**config.mk**
```make
export PLATFORM = sky130hd
export DESIGN_NAME = nibble_zero_strip_serializer
export DESIGN_NICKNAME = d
export VERILOG_FILES = /design/src/rtl/nibble_zero_strip_serializer.sv
export SDC_FILE = /design/constraint.sdc
export NUM_CORES = 1
export LEC_CHECK = 0
export CAP_MARGIN = 20
export CORE_AREA = 2 2 74 76
export CTS_CLUSTER_SIZE = 28
export DETAILED_ROUTE_END_ITERATION = 7
export DIE_AREA = 0 0 76 78
export HOLD_SLACK_MARGIN = 0.02
export PLACE_DENSITY_LB_ADDON = 0.15
export SLEW_MARGIN = 20
export SYNTH_ARGS = -nofsm -noshare
export SYNTH_HDL_FRONTEND = slang
export SYNTH_SLANG_ARGS = --single-unit
```
**constraint.sdc**
```tcl
create_clock -name clk -period 2.2 [get_ports clk]
set_input_delay 0.33 -clock clk [delete_from_list [all_inputs] [get_ports clk]]
set_output_delay 0.33 -clock clk [all_outputs]
set_load 0.005 [all_outputs]
```
**src/rtl/nibble_zero_strip_serializer.sv**
```systemverilog
// nibble_zero_strip_serializer
//   Takes a zero-extended WORD_W-bit word and emits it as NIB_W-bit nibbles,
//   least significant nibble first, with valid/ready handshakes on both sides.
//   Macro NZS_STRIP_EN: when defined, redundant all-zero high nibbles are
//   dropped, so an n-nibble value costs n beats. When undefined, every word
//   emits all NIBS beats and the leading-nibble detector is not built.
module nibble_zero_strip_serializer #(
    parameter int  WORD_W = 32,
    parameter int  NIB_W  = 4,
    parameter int  CNT_W  = 16,
    localparam int NIBS   = WORD_W / NIB_W,
    localparam int IDX_W  = (NIBS > 1) ? $clog2(NIBS) : 1
) (
    input  logic              clk,
    input  logic              rst_n,
    input  logic              in_valid,
    output logic              in_ready,
    input  logic [WORD_W-1:0] in_word,
    output logic              out_valid,
    input  logic              out_ready,
    output logic [NIB_W-1:0]  out_nibble,
    output logic [IDX_W-1:0]  out_index,
    output logic              out_last,
    output logic              busy,
    output logic [CNT_W-1:0]  words_done
);

    typedef enum logic {
        IDLE  = 1'b0,
        SHIFT = 1'b1
    } stateT;

    stateT             state;
    stateT             stateNext;
    logic [WORD_W-1:0] shiftReg;
    logic [IDX_W-1:0]  idx;
    logic [IDX_W-1:0]  lastIdx;
    logic [IDX_W-1:0]  lastIdxNext;
    logic [CNT_W-1:0]  wordCount;
    logic              loadWord;
    logic              advance;
    logic              finish;
    logic              atLast;

`ifdef NZS_STRIP_EN
    // Find the highest nonzero nibble of the incoming word (0 for an all-zero word).
    always_comb begin
        lastIdxNext = '0;
        for (int i = 0; i < NIBS; i++) begin
            if (in_word[i*NIB_W +: NIB_W] != '0) begin
                lastIdxNext = IDX_W'(i);
            end
        end
    end
`else
    // Without stripping every word runs through all of its nibbles.
    assign lastIdxNext = IDX_W'(NIBS - 1);
`endif

    assign atLast = (idx == lastIdx);

    // State register.
    // NOTE: clocked blocks use non-blocking (<=) so every register samples the
    // pre-edge values; blocking (=) here would create order-dependent behaviour.
    always_ff @(posedge clk) begin
        if (!rst_n) begin
            state <= IDLE;
        end else begin
            state <= stateNext;
        end
    end

    // Next-state decode plus handshake and beat outputs.
    // NOTE: every signal gets a default before the case so no path leaves it
    // unassigned, which would otherwise infer a latch.
    always_comb begin
        stateNext  = state;
        in_ready   = 1'b0;
        out_valid  = 1'b0;
        busy       = 1'b0;
        out_nibble = '0;
        out_index  = '0;
        out_last   = 1'b0;
        loadWord   = 1'b0;
        advance    = 1'b0;
        finish     = 1'b0;
        case (state)
            IDLE: begin
                in_ready = 1'b1;
                if (in_valid) begin
                    loadWord  = 1'b1;
                    stateNext = SHIFT;
                end
            end
            SHIFT: begin
                out_valid  = 1'b1;
                busy       = 1'b1;
                out_nibble = shiftReg[NIB_W-1:0];
                out_index  = idx;
                out_last   = atLast;
                if (out_ready) begin
                    if (atLast) begin
                        finish    = 1'b1;
                        stateNext = IDLE;
                    end else begin
                        advance = 1'b1;
                    end
                end
            end
            default: stateNext = IDLE;
        endcase
    end

    // Word holding register, beat index and completed-word counter.
    // NOTE: the data registers are reset as well as the FSM so a word cut off
    // by reset leaves nothing behind and the outputs start from known zeros.
    always_ff @(posedge clk) begin
        if (!rst_n) begin
            shiftReg  <= '0;
            idx       <= '0;
            lastIdx   <= '0;
            wordCount <= '0;
        end else begin
            if (loadWord) begin
                shiftReg <= in_word;
                idx      <= '0;
                lastIdx  <= lastIdxNext;
            end else if (advance) begin
                shiftReg <= shiftReg >> NIB_W;
                idx      <= idx + 1'b1;
            end
            if (finish) begin
                wordCount <= wordCount + 1'b1;
            end
        end
    end

    assign words_done = wordCount;

endmodule
```
==> flow_summary.yaml, run 1 <==
sta:
  tns_ns: 0
  rsz0062_at_grt: "no"
  postLayoutSetupSlackWorst_ns: 0.259
  report.final.slew_viol_count: 0
  post-route-period-util: 0.882
  whs_ns: 0.469
  max_clock_freq_ghz: 0.515
  slew-limit-headroom: 0.574
  clock-skew-final_ns: 0.00600
  setup_violations: 0
  timing.final.crit_period_ns: 1.94
  tightest_slew_ns: 0.638
  finalHoldViolCount: 0
power_and_ir_drop:
  power.sequential.fraction: 0.555
  clockPowerShare: 0.312
  power.share.switching: 0.235
  p_int_mw: 1.44
  p_leak_nw: 1.30
  switching_power_uw: 442
  maximum_vdd_drop_v: 0.000492
  combPwrFrac: 0.133
  p_per_area_mw_per_mm2: 593
drt:
  dr.first_iter.drc_count: 68
  detail-route-antenna-nets: 0
  post-route-drc-count: 0
  totalWireLength_mm: 5.10
  wl_per_cell_um: 13.0
  via_count: 2060
  drt_pass1_iterations: 4
  via_per_inst: 5.27
floorplan:
  die_width_um: 76
  initial_core_util: 0.472
  pin_count: 63
  die-area_mm2: 0.00593
  number_of_placement_rows: 26
  floorplan.core_area_mm2: 0.00504
  die_height_um: 78
grt:
  grt_start_max_net_pins: 49
  wire_length_of_the_first_global_routing_pass_mm: 8.61
  global_route_total_overflow: 0
  grt_antenna_before_repair: 0
  grt_pass1_vias: 1917
  grt.total_usage: 0.177
outcome:
  run_status: "finished, final reports clean"
logic_synthesis:
  synth_compound_gate_area_share: 0.199
  synth_cells: 263
  netlist-cell-type-count: 32
  yosys.area_share.adder: 0.0105
  synth.area.mux_share: 0.126
  synth_nets: 301
  main_combinational_cell_family_by_area_after_synthesis: "compound AO/OA/AOI/OAI gates"
  syn_avg_cell_area_um2: 9.04
  post_synth_and_or_nand_nor_area_fraction: 0.145
  netlist_area_mm2: 0.00238
  ys_seq_area_frac: 0.446
  synthXorXnorAreaFrac: 0.0258
  yosys_register_bits: 53
  yosys_warnings: 0
setup_path:
  cp-end-kind: "output port"
  cp_data_required_time_ns: 1.87
  path_delay_family: "simple AND/OR/NAND/NOR gates"
  path_cells: "or4_4, a21oi_2, dlygate4sd2_1"
  startpoint_type: "flop"
  timing.critical_path.slowest_cell_delay_ns: 0.55
  worstSetupPathType: "reg2out"
  crit_arrival_ns: 1.61
  crit_fanout: 5
  cpMaxStageDelayCell: "or4_4"
  timing.critical_path.buf_inv: 1
place:
  dp_hpwl_mm: 3.57
  finalWeightedCongestion: 0.819
  buffer_ports.inserted: 62
  pre_cts_ws_ns: 0.168
finish:
  area.growth.synth_to_final_pct: 33.4
  final_layout_size_suffix_gt1_frac: 0.0717
  final_net_count: 358
  n_antenna_cell: 0
worst_hold_path:
  hold_path.class: "reg2reg"
clock_network:
  cts-hold-fix-buffers: 0
  clk_transition_reported_paths_ns: 0.09
  tritoncts: "built"
  cts_buffers: 5
  clkSinkCount: 53
  cts_max_path_buffers: 2
  cts_root_buf: "clkbuf_8"
  clock_insertion_delay_worst_skew_ns: 0.30
  htree_levels: 2
run:
  max-cap-violations: 0
## cell type report
class | count | area (µm²)
Clock inverter | 1 | 5.00
Multi-Input combinational cell | 188 | 1210
Tap cell | 70 | 87.6
Inverter | 4 | 15.0
Sequential cell | 53 | 1070
Timing Repair Buffer | 68 | 689
Fill cell | 468 | 1870
Clock buffer | 7 | 96.3
## layer usage
layer / vias up / GRT usage / wire (µm)
met5: - / 0 / 0
met4: 0 / 0.0600 / 49
met3: 4 / 0.0384 / 234
met2: 48 / 0.302 / 2440
met1: 947 / 0.224 / 2370
li1: 1061 / - / -
## cells in the mapped netlist
cell type | n | area [µm²]
inv_1 | 4 | 15.0
nand2_1 | 13 | 48.8
and3_1 | 3 | 18.8
and4_4 | 1 | 11.3
nand4_1 | 2 | 12.5
clkbuf_1 | 12 | 45.0
o21ai_0 | 34 | 170
o21a_1 | 2 | 15.0
o211ai_1 | 2 | 15.0
nor4_4 | 1 | 21.3
buf_2 | 1 | 5.00
xnor2_1 | 3 | 26.3
nor4b_1 | 1 | 8.76
nor3_1 | 1 | 5.00
buf_6 | 3 | 33.8
or4_1 | 5 | 37.5
and2_1 | 7 | 43.8
buf_4 | 2 | 15.0
nor2_1 | 12 | 45.0
ha_1 | 2 | 25.0
and4_1 | 2 | 17.5
xor2_1 | 4 | 35.0
o21ai_1 | 1 | 5.00
nand3_1 | 6 | 30.0
a211oi_1 | 1 | 7.51
a21oi_1 | 43 | 215
o2111ai_2 | 1 | 15.0
mux2i_1 | 30 | 300
o31ai_1 | 4 | 30.0
dfxtp_1 | 53 | 1060
or3_1 | 6 | 37.5
nor2b_1 | 1 | 6.26
## worst paths after layout
check                                   from             to  slack [ns]  cells after the start
worst min-delay path            shiftReg[28]   shiftReg[28]        0.47                      2
worst max register to register    lastIdx[0]  words_done[5]        0.34                      5
worst min register to register  shiftReg[28]   shiftReg[28]        0.47                      2
worst max-delay path              lastIdx[0]       out_last        0.26                      3
## what timing repair did
item | 4_1_cts | 5_1_grt
setup endpoints to repair | 1 | 0
setup buffers | 0 | 0
gates resized for setup | 7 | 0
## state kept, by name, indices dropped and copies added, names as in the netlist
name and flops:
shiftReg 32, state 1, idx 3, lastIdx 1
words_done 16
## power by group through the flow
stage / logic [mW] / registers [mW] / clock network (mW)
2_1_floorplan: 0.138 / 1.06 / 0
3_3_place_gp: 0.247 / 1.07 / 0
3_5_place_dp: 0.251 / 1.07 / 0
4_1_cts: 0.254 / 1.05 / 0.606
5_1_grt: 0.280 / 1.05 / 0.650
6_report: 0.251 / 1.04 / 0.587
## cell families (layout without fill, tap and decap cells)
logic type | after synthesis | count (layout)
flops | 53 | 53
mux | 30 | 30
simple gates | 61 | 61
xor+xnor | 7 | 7
compound gates | 88 | 88
fa+ha+maj | 2 | 2
buf+inv | 22 | 80
## stage by stage
step	std cells	util	total power [mW]	cell area (µm²)
floorplan	263	-	1.20	2380
global placement	383	0.607	1.31	3060
detailed placement	383	0.607	1.32	3060
CTS	391	0.629	1.91	3170
global route	391	0.629	1.98	3170
finish	391	0.629	1.88	3170
## cells in the final DEF (no fill, tap or decap), types with 3 or more instances in the layout
master,synthesis,final
and3_1,3,3
dfxtp_1,53,50
o31ai_1,4,4
clkbuf_8,0,7
mux2i_1,30,30
or3_1,6,5
clkdlybuf4s50_1,0,61
buf_4,2,4
nor2_1,12,12
a21oi_1,43,42
nand3_1,6,6
xnor2_1,3,3
nand2_1,13,13
and2_1,7,7
inv_1,4,4
or4_1,5,4
xor2_1,4,4
o21ai_0,34,34
## worst min-delay path: stages, from the launching register on
cell and delay [ns]:
dfxtp_1 0.32, nand3_1 0.06, a21oi_1 0.05
(Power assumes the default switching activity.)
==> run 2, diff against run 1 <==
--- a/config.mk
+++ b/config.mk
@@ -12,6 +12,7 @@
 export DIE_AREA = 0 0 76 78
 export HOLD_SLACK_MARGIN = 0.02
 export PLACE_DENSITY_LB_ADDON = 0.15
+export REMOVE_ABC_BUFFERS = 1
 export SLEW_MARGIN = 20
 export SYNTH_ARGS = -nofsm -noshare
 export SYNTH_HDL_FRONTEND = slang
==> flow_summary.yaml, run 2 (synthesized netlist as in run 1, its figures left out) <==
outcome:
  run_status: "finished, final reports clean"
power_and_ir_drop:
  maximum_vdd_drop_v: 0.000328
  clockPowerShare: 0.327
  combPwrFrac: 0.130
  power.share.switching: 0.228
  switching_power_uw: 439
  p_leak_nw: 1.31
  p_total_mw: 1.92
  power.sequential.fraction: 0.543
  p_int_mw: 1.49
  p_per_area_mw_per_mm2: 605
place:
  finalWeightedCongestion: 0.777
  dp_hpwl_mm: 3.48
  buffer_ports.inserted: 62
grt:
  global_route_total_overflow: 0
  grt_start_max_net_pins: 35
  grt.total_usage: 0.172
  wire_length_of_the_first_global_routing_pass_mm: 8.32
  grt_antenna_before_repair: 0
  grt_pass1_vias: 1843
drt:
  via_per_inst: 5.14
  post-route-drc-count: 0
  wl_per_cell_um: 12.6
  totalWireLength_mm: 4.93
  detail-route-antenna-nets: 0
  dr.first_iter.drc_count: 84
  via_count: 2010
  drt_pass1_iterations: 6
floorplan:
  die_width_um: 76
  pin_count: 63
  die_height_um: 78
  floorplan.core_area_mm2: 0.00504
  number_of_placement_rows: 26
  initial_core_util: 0.472
  die-area_mm2: 0.00593
finish:
  final_layout_size_suffix_gt1_frac: 0.0685
  filler_cell_count: 448
  n_antenna_cell: 0
  area.growth.synth_to_final_pct: 33.7
  largest_register_ffs: 32
  final_net_count: 359
  largest-register: "shiftReg"
  highest_count_cells_in_the_layout_ignoring_fill_and_taps: "61 x clkdlybuf4s50_1, 51 x dfxtp_1, 42 x a21oi_1, 34 x o21ai_0, 30 x mux2i_1"
  final_common_cell: "clkdlybuf4s50_1"
  final_util: 0.631
setup_path:
  worstSetupPathType: "reg2out"
  crit_fanout: 5
  cp-end-kind: "output port"
  cp_data_required_time_ns: 1.87
  crit_arrival_ns: 1.64
  startpoint_type: "flop"
clock_network:
  htree_levels: 2
  clk_transition_reported_paths_ns: 0.10
  cts_buffers: 5
  cts_resized: 5
  clock_insertion_delay_worst_skew_ns: 0.31
  clkSinkCount: 53
  cts-hold-fix-buffers: 0
  cts_max_path_buffers: 2
  postCtsSetupRepairBufs: 0
  tritoncts: "built"
  cts_root_buf: "clkbuf_8"
sta:
  post-route-period-util: 0.898
  report.final.slew_viol_count: 0
  slew-limit-headroom: 0.568
  clock-skew-final_ns: 0.0133
  finalHoldViolCount: 0
  tns_ns: 0
  rsz0062_at_grt: "no"
  setup_violations: 0
  timing.final.crit_period_ns: 1.97
  tightest_slew_ns: 0.648
  max_clock_freq_ghz: 0.506
worst_hold_path:
  hold_path.class: "reg2reg"
run:
  max-cap-violations: 0
## run 2: final timing paths
path	start	endpoint	slack (ns)	cells after the start
worst max-delay path	lastIdx[0]	out_last	0.23	3
worst min-delay path	shiftReg[28]	shiftReg[28]	0.47	2
worst max register to register	idx[0]	words_done[9]	0.29	6
worst min register to register	shiftReg[28]	shiftReg[28]	0.47	2
## run 2: power groups by stage
stage | logic [mW] | clock network [mW] | registers (mW)
after floorplan | 0.121 | 0 | 1.06
after global placement | 0.246 | 0 | 1.07
after detailed placement | 0.250 | 0 | 1.07
after CTS | 0.252 | 0.648 | 1.05
after global routing | 0.278 | 0.690 | 1.05
final | 0.250 | 0.630 | 1.05
## run 2: metrics by stage
| stage | area [µm²] | setup WS (ns) | std cells | hold WS (ns) |
|---|---|---|---|---|
| 6_report | 3180 | 0.225 | 391 | 0.472 |
| 5_1_grt | 3180 | 0.101 | 391 | 0.496 |
| 4_1_cts | 3180 | 0.210 | 391 | 0.478 |
| 3_5_place_dp | 3070 | 0.168 | 384 | 0.461 |
| 3_3_place_gp | 3070 | 0.214 | 384 | 0.453 |
| 2_1_floorplan | 2280 | -0.139 | 245 | 0.443 |
## run 2: final cells by class
cell class	instances	area [µm²]	share of cell area
timing repair buffer	69	697	0.219
tap	70	87.6	0.0275
clock buffer	5	68.8	0.0216
sequential	53	1060	0.335
inverter	4	15.0	0.00472
clock inverter	2	35.0	0.0110
multi-input combinational	188	1210	0.381
## run 2: worst max-delay path, stage by stage (launching register included)
cell and delay (ns):
dfxtp_2 0.36, or4_4 0.56, a21oi_2 0.17, dlygate4sd2_1 0.25
## run 2: routing by layer
layer | vias up | share of wire | track usage
met5 | - | 0 | 0
met2 | 54 | 0.46 | 0.279
met1 | 885 | 0.47 | 0.223
met3 | 7 | 0.052 | 0.0442
met4 | 0 | 0.014 | 0.0564
li1 | 1064 | - | -
